===== src/rtl/payload_pkg.sv =====
// Shared constants and state encoding for the payload assembler.
// Imported by the assembler and its word buffer.
package payload_pkg;

  localparam logic [7:0] SYNC_BYTE = 8'hA5;
  localparam int         MAX_WORDS = 4;
  localparam int         CNT_W     = 16;

  typedef enum logic [2:0] {
    S_IDLE,
    S_LEN,
    S_PAYLOAD,
    S_CHECK,
    S_EMIT
  } state_t;

endpackage


===== src/rtl/pkt_word_buf.sv =====
// Payload word store: big-endian byte packing on write,
// sequential word readout with its own read index.
module pkt_word_buf #(
  parameter int MAX_WORDS = 4,
  parameter int WW        = 3,
  parameter int BW        = WW + 2
) (
  input  logic          CLK,
  input  logic          RESET,
  input  logic          clear,
  input  logic          wr_en,
  input  logic [7:0]    wr_data,
  input  logic          rd_en,
  output logic [BW-1:0] wr_idx,
  output logic [WW-1:0] rd_idx,
  output logic [31:0]   rd_word
);

  logic [31:0] mem [MAX_WORDS];

  logic [WW-1:0] wsel;
  assign wsel    = wr_idx[BW-1:2];
  assign rd_word = mem[rd_idx];

  // Byte and word indices restart for every new packet
  always_ff @(posedge CLK) begin
    if (RESET || clear) begin
      wr_idx <= '0;
      rd_idx <= '0;
    end else begin
      if (wr_en) wr_idx <= wr_idx + BW'(1);
      if (rd_en) rd_idx <= rd_idx + WW'(1);
    end
  end

  // First byte of each word lands in the top lane
  always_ff @(posedge CLK) begin
    if (wr_en) begin
      unique case (wr_idx[1:0])
        2'd0: mem[wsel][31:24] <= wr_data;
        2'd1: mem[wsel][23:16] <= wr_data;
        2'd2: mem[wsel][15:8]  <= wr_data;
        2'd3: mem[wsel][7:0]   <= wr_data;
        default: ;
      endcase
    end
  end

endmodule


===== src/rtl/payload_assembler.sv =====
// Packet parser: sync/length/payload/checksum framing,
// then emits the buffered payload one word per cycle.
module payload_assembler #(
  parameter logic [7:0] SYNC_BYTE = payload_pkg::SYNC_BYTE,
  parameter int         MAX_WORDS = payload_pkg::MAX_WORDS
) (
  input  logic        CLK,
  input  logic        RESET,
  input  logic        RX_VALID,
  input  logic [7:0]  RX_DATA,
  input  logic        RX_SOF,
  input  logic        RX_EOF,
  output logic        RX_READY,
  output logic        PACKET_READY,
  output logic [31:0] PAYLOAD_DATA,
  output logic        PKT_ERROR,
  output logic [payload_pkg::CNT_W-1:0] PKT_COUNT
);

  import payload_pkg::*;

  localparam int WW = $clog2(MAX_WORDS + 1);
  localparam int BW = WW + 2;

  state_t        state;
  logic [7:0]    csum;
  logic [WW-1:0] n_words;

  logic          acc;
  logic          sync_hit;
  logic          len_ok;
  logic          last_byte;
  logic          sum_ok;
  logic          buf_clr;
  logic          buf_wr;
  logic          buf_rd;
  logic [BW-1:0] wr_idx;
  logic [WW-1:0] rd_idx;
  logic [31:0]   rd_word;

  assign RX_READY  = (state != S_EMIT);
  assign acc       = RX_VALID && RX_READY;
  assign sync_hit  = RX_SOF && (RX_DATA == SYNC_BYTE);
  assign len_ok    = (RX_DATA != 8'd0) &&
                     (RX_DATA <= 8'(MAX_WORDS));
  assign last_byte = (wr_idx + BW'(1)) == {n_words, 2'b00};
  assign sum_ok    = RX_EOF && (RX_DATA == csum);

  // Buffer strobes decoded from the current state and byte
  always_comb begin
    buf_clr = 1'b0;
    buf_wr  = 1'b0;
    buf_rd  = 1'b0;
    unique case (state)
      S_LEN:
        buf_clr = acc && !RX_SOF && !RX_EOF && len_ok;
      S_PAYLOAD:
        buf_wr = acc && !RX_SOF && !RX_EOF;
      S_CHECK:
        buf_rd = acc && !RX_SOF && sum_ok;
      S_EMIT:
        buf_rd = (rd_idx != n_words);
      default: ;
    endcase
  end

  pkt_word_buf #(
    .MAX_WORDS (MAX_WORDS),
    .WW        (WW),
    .BW        (BW)
  ) u_buf (
    .CLK     (CLK),
    .RESET   (RESET),
    .clear   (buf_clr),
    .wr_en   (buf_wr),
    .wr_data (RX_DATA),
    .rd_en   (buf_rd),
    .wr_idx  (wr_idx),
    .rd_idx  (rd_idx),
    .rd_word (rd_word)
  );

  // Framing FSM with registered outputs; an SOF inside a packet
  // aborts it and is reparsed as a fresh sync byte
  always_ff @(posedge CLK) begin
    if (RESET) begin
      state        <= S_IDLE;
      csum         <= '0;
      n_words      <= '0;
      PACKET_READY <= 1'b0;
      PAYLOAD_DATA <= '0;
      PKT_ERROR    <= 1'b0;
      PKT_COUNT    <= '0;
    end else begin
      PKT_ERROR    <= 1'b0;
      PACKET_READY <= 1'b0;
      unique case (state)
        S_IDLE: begin
          if (acc && sync_hit) state <= S_LEN;
        end
        S_LEN: begin
          if (acc) begin
            if (RX_SOF) begin
              PKT_ERROR <= 1'b1;
              state     <= sync_hit ? S_LEN : S_IDLE;
            end else if (RX_EOF || !len_ok) begin
              PKT_ERROR <= 1'b1;
              state     <= S_IDLE;
            end else begin
              n_words <= RX_DATA[WW-1:0];
              csum    <= '0;
              state   <= S_PAYLOAD;
            end
          end
        end
        S_PAYLOAD: begin
          if (acc) begin
            if (RX_SOF) begin
              PKT_ERROR <= 1'b1;
              state     <= sync_hit ? S_LEN : S_IDLE;
            end else if (RX_EOF) begin
              PKT_ERROR <= 1'b1;
              state     <= S_IDLE;
            end else begin
              csum <= csum ^ RX_DATA;
              if (last_byte) state <= S_CHECK;
            end
          end
        end
        S_CHECK: begin
          if (acc) begin
            if (RX_SOF) begin
              PKT_ERROR <= 1'b1;
              state     <= sync_hit ? S_LEN : S_IDLE;
            end else if (sum_ok) begin
              PACKET_READY <= 1'b1;
              PAYLOAD_DATA <= rd_word;
              state        <= S_EMIT;
            end else begin
              PKT_ERROR <= 1'b1;
              state     <= S_IDLE;
            end
          end
        end
        S_EMIT: begin
          if (rd_idx == n_words) begin
            PKT_COUNT <= PKT_COUNT + 1'b1;
            state     <= S_IDLE;
          end else begin
            PACKET_READY <= 1'b1;
            PAYLOAD_DATA <= rd_word;
          end
        end
        default: state <= S_IDLE;
      endcase
    end
  end

endmodule


===== config.mk =====
export PLATFORM = sky130hd
export DESIGN_NAME = payload_assembler
export DESIGN_NICKNAME = d
export VERILOG_FILES = /design/src/rtl/payload_pkg.sv /design/src/rtl/pkt_word_buf.sv /design/src/rtl/payload_assembler.sv
export SDC_FILE = /design/constraint.sdc
export NUM_CORES = 1
export LEC_CHECK = 0
export CAP_MARGIN = 10
export CORE_MARGIN = 3
export CORE_UTILIZATION = 39
export DETAILED_ROUTE_END_ITERATION = 10
export PLACE_DENSITY_LB_ADDON = 0.12
export SETUP_SLACK_MARGIN = 0.1
export SLEW_MARGIN = 20
export SYNTH_ARGS = -nofsm -noshare
export SYNTH_HDL_FRONTEND = slang
export SYNTH_SLANG_ARGS = --single-unit

===== constraint.sdc =====
create_clock -name CLK -period 3 [get_ports CLK]
set_input_delay 0.9 -clock CLK [delete_from_list [all_inputs] [get_ports CLK]]
set_output_delay 0.9 -clock CLK [all_outputs]
set_load 0.05 [all_outputs]

==> metrics, run 1 <==
status finished, final reports clean; syn_area_per_cell 13.7 um^2; number of enable flip-flop cells after synthesis 128; clock skew 0.0223 ns; startpoint types register; final setup TNS 0 ns; commonest cells after routing, fill and taps aside 128 x edfxtp_1, 73 x dfxtp_1, 61 x clkdlybuf4s50_1, 56 x buf_4, 48 x a21oi_1; Die Width 151 um; maximum operating frequency 368 MHz; Peak VDD IR 0.354 mV; Total GRT Usage 16.9%; clk buf depth 3; Vert. Die Dim 151 um; Via density 5.29; fin nets 724; Final Hold Fails 0; mux cell area share after synthesis 9.47%; Post-Synth Adder-Cell Area 0.921%; Clk pin slew, worst setup/hold paths 0.06 ns; via count 5,240; Async SR Flop Fraction 0%; core area 0.0204 mm^2; met3 wire length 789 um; grt ovf 0; RSZ-0062 raised after global routing false; Pre-antenna DRT Iters 4; drt drc 0; Crit path required time 2.10 ns; xor/xnor share of the synthesized area 3.52%; detailed router's first-iteration violation count 345; Wirelength per Cell 19.0 um; top cells by area, synth edfxtp_1 47%, dfxtp_1 18%, mux4_2 8.8%, a21oi_1 2.9%, xnor2_1 2.7%; max-cap violation count 0; Max FO, Critical Path 8; layout cell share with drive strength beyond 1 19.8%; die area 0.0227 mm^2; first-pass GRT wire length 29,700 um; post-synthesis sequential area ratio 65.4%; final setup fails 0; cts hold-fix bufs 0; Top-Level Pins 64; synthesized net count 613; Post-DRT Antenna Nets 0; crit share post-route 90.6%; Arr. time, crit path 1.82 ns; Max Slew Vio Count 0; synth unique cells 52; Synth Cell Area 0.00815 mm^2; Post-Layout Cell Count 991; Yosys top cell area share 47.2%; H-Tree Depth 1; Final min period 2.72 ns; Sinks on Clock Net 202; YS warnings 0; Simple-Gate Fraction of Synth Area 9.80%; vias in the first global route 5,274; largest family of logic cells by synthesized area simple AND/OR/NAND/NOR gates; CP Capture Type primary output; Synth Instances 594; post-synth top area cell edfxtp_1; antenna violations before repair 0; CTS tree done; WL met1 8570 um; Worst Tran Pin Value 0.664 ns; final WL 18,800 um; CTS Root Cell clkbuf_16; top sig layer met4; FP Rows 52; # port buffers 63; cell area power density 607 mW/mm^2; post-CTS setup repair buffer count 0; Final Core Density 50.5%; DPL Wire Length 12,800 um; worst-skew pair later-pin latency 0.51 ns; Syn-to-layout area delta 26.2%; commonest non-fill, non-tap cell in the layout edfxtp_1; Initial Utilization 40.0%; placed instance count 951; WS Path Type register to primary output; cts bufs inserted 22; met2 wire len 9160 um; HP Class register to register; largest net degree at the start of global routing 35; worst relative slew slack 55.7%; leakage 3.26 nW; synthesized flop and latch total 202; diodes inserted 0; Final GP Congestion 0.812; Main synth FF type edfxtp_1; Synth Area in Compound Gates 8.52%
## worst max-delay path, stage by stage, from the launching register on
cell and delay, ns:
dfxtp_1 0.38, nor3b_2 0.41, inv_2 0.08, dlygate4sd2_1 0.44
## per-stage QoR
stage	hold WS, ns	setup slack, ns	area [um^2]	power [W]
3_5_place_dp	0.472	-0.190	9480	0.00337
4_1_cts	0.481	0.255	10300	0.00630
2_1_floorplan	0.465	0.108	8150	0.00322
3_3_place_gp	0.462	-0.0972	9480	0.00336
6_report	0.483	0.282	10300	0.00625
5_1_grt	0.503	0.118	10300	0.00644
## report_power, final
part           internal [W]  switching (W)  total, W
combinational      0.000123       0.000193  0.000316
sequential          0.00297      0.0000215   0.00299
clock               0.00184        0.00110   0.00294
total               0.00493        0.00132   0.00625
## cell families (layout without fill, tap and decap cells)
family	after synthesis	count (layout)
buf+inv	49	176
simple gates	155	155
xor+xnor	31	31
mux	37	37
compound gates	114	114
fa+ha+maj	6	6
flops	202	202
## sequential cells by signal (all words and copies together), names as in the netlist, named ones only
register	flops
PACKET_READY	1
PAYLOAD_DATA	32
PKT_COUNT	16
PKT_ERROR	1
csum	8
n_words	3
state	3
u_buf.mem	128
u_buf.rd_idx	3
u_buf.wr_idx	5
## timing repair
item / 4_1_cts / 5_1_grt
endpoints found under the hold margin: 0 / 0
setup endpoints to repair: 1 / 0
resized for setup: 1 / 0
## layout make-up
| cell class | instances | area [um^2] |
|---|---|---|
| clock inverter | 14 | 218 |
| sequential | 202 | 5330 |
| inverter | 13 | 48.8 |
| tap | 270 | 338 |
| multi-input combinational | 343 | 2650 |
| fill | 1737 | 10100 |
| clock buffer | 26 | 586 |
| timing repair buffer | 123 | 1120 |
## metal layers
layer	vias to the layer above	global-route usage, %
met5	-	0
met4	0	3.93
met3	23	2.71
met2	91	28.0
met1	2640	23.6
li1	2486	-
## Yosys cell counts (all sizes together) (3+ instances only)
master	number
nor3b	4
a211oi	3
o21ai	39
dfxtp	74
nor3	18
nand2	17
a311oi	5
edfxtp	128
xnor2	25
buf	11
mux4	32
nand3	40
a32o	3
mux2i	4
nor4	6
nand2b	6
inv	12
clkbuf	25
a21oi	48
xor2	5
nor2	38
or3	12
o31ai	5
nand4	5
ha	6
## worst paths after layout
path         depth (start not counted)  slack, ns                            end                          start
max reg2reg                          4       0.81      u_buf.mem[3][3]$_DFFE_PP_          state[1]$_SDFFE_PP0P_
max                                  3       0.28                       RX_READY          state[1]$_SDFFE_PP0P_
min                                  2       0.48  PAYLOAD_DATA[17]$_SDFFE_PP0P_  PAYLOAD_DATA[17]$_SDFFE_PP0P_
min reg2reg                          2       0.48  PAYLOAD_DATA[17]$_SDFFE_PP0P_  PAYLOAD_DATA[17]$_SDFFE_PP0P_
Power figures use the tool's default switching activity.
==> inputs of run 2 (changes only) <==
--- a/config.mk
+++ b/config.mk
@@ -5,6 +5,7 @@
 export SDC_FILE = /design/constraint.sdc
 export NUM_CORES = 1
 export LEC_CHECK = 0
+export ABC_CLOCK_PERIOD_IN_PS = 3000
 export CAP_MARGIN = 10
 export CORE_MARGIN = 3
 export CORE_UTILIZATION = 39
==> results of run 2 <==
Final layout, timing and power as in run 1 (identical DEF).
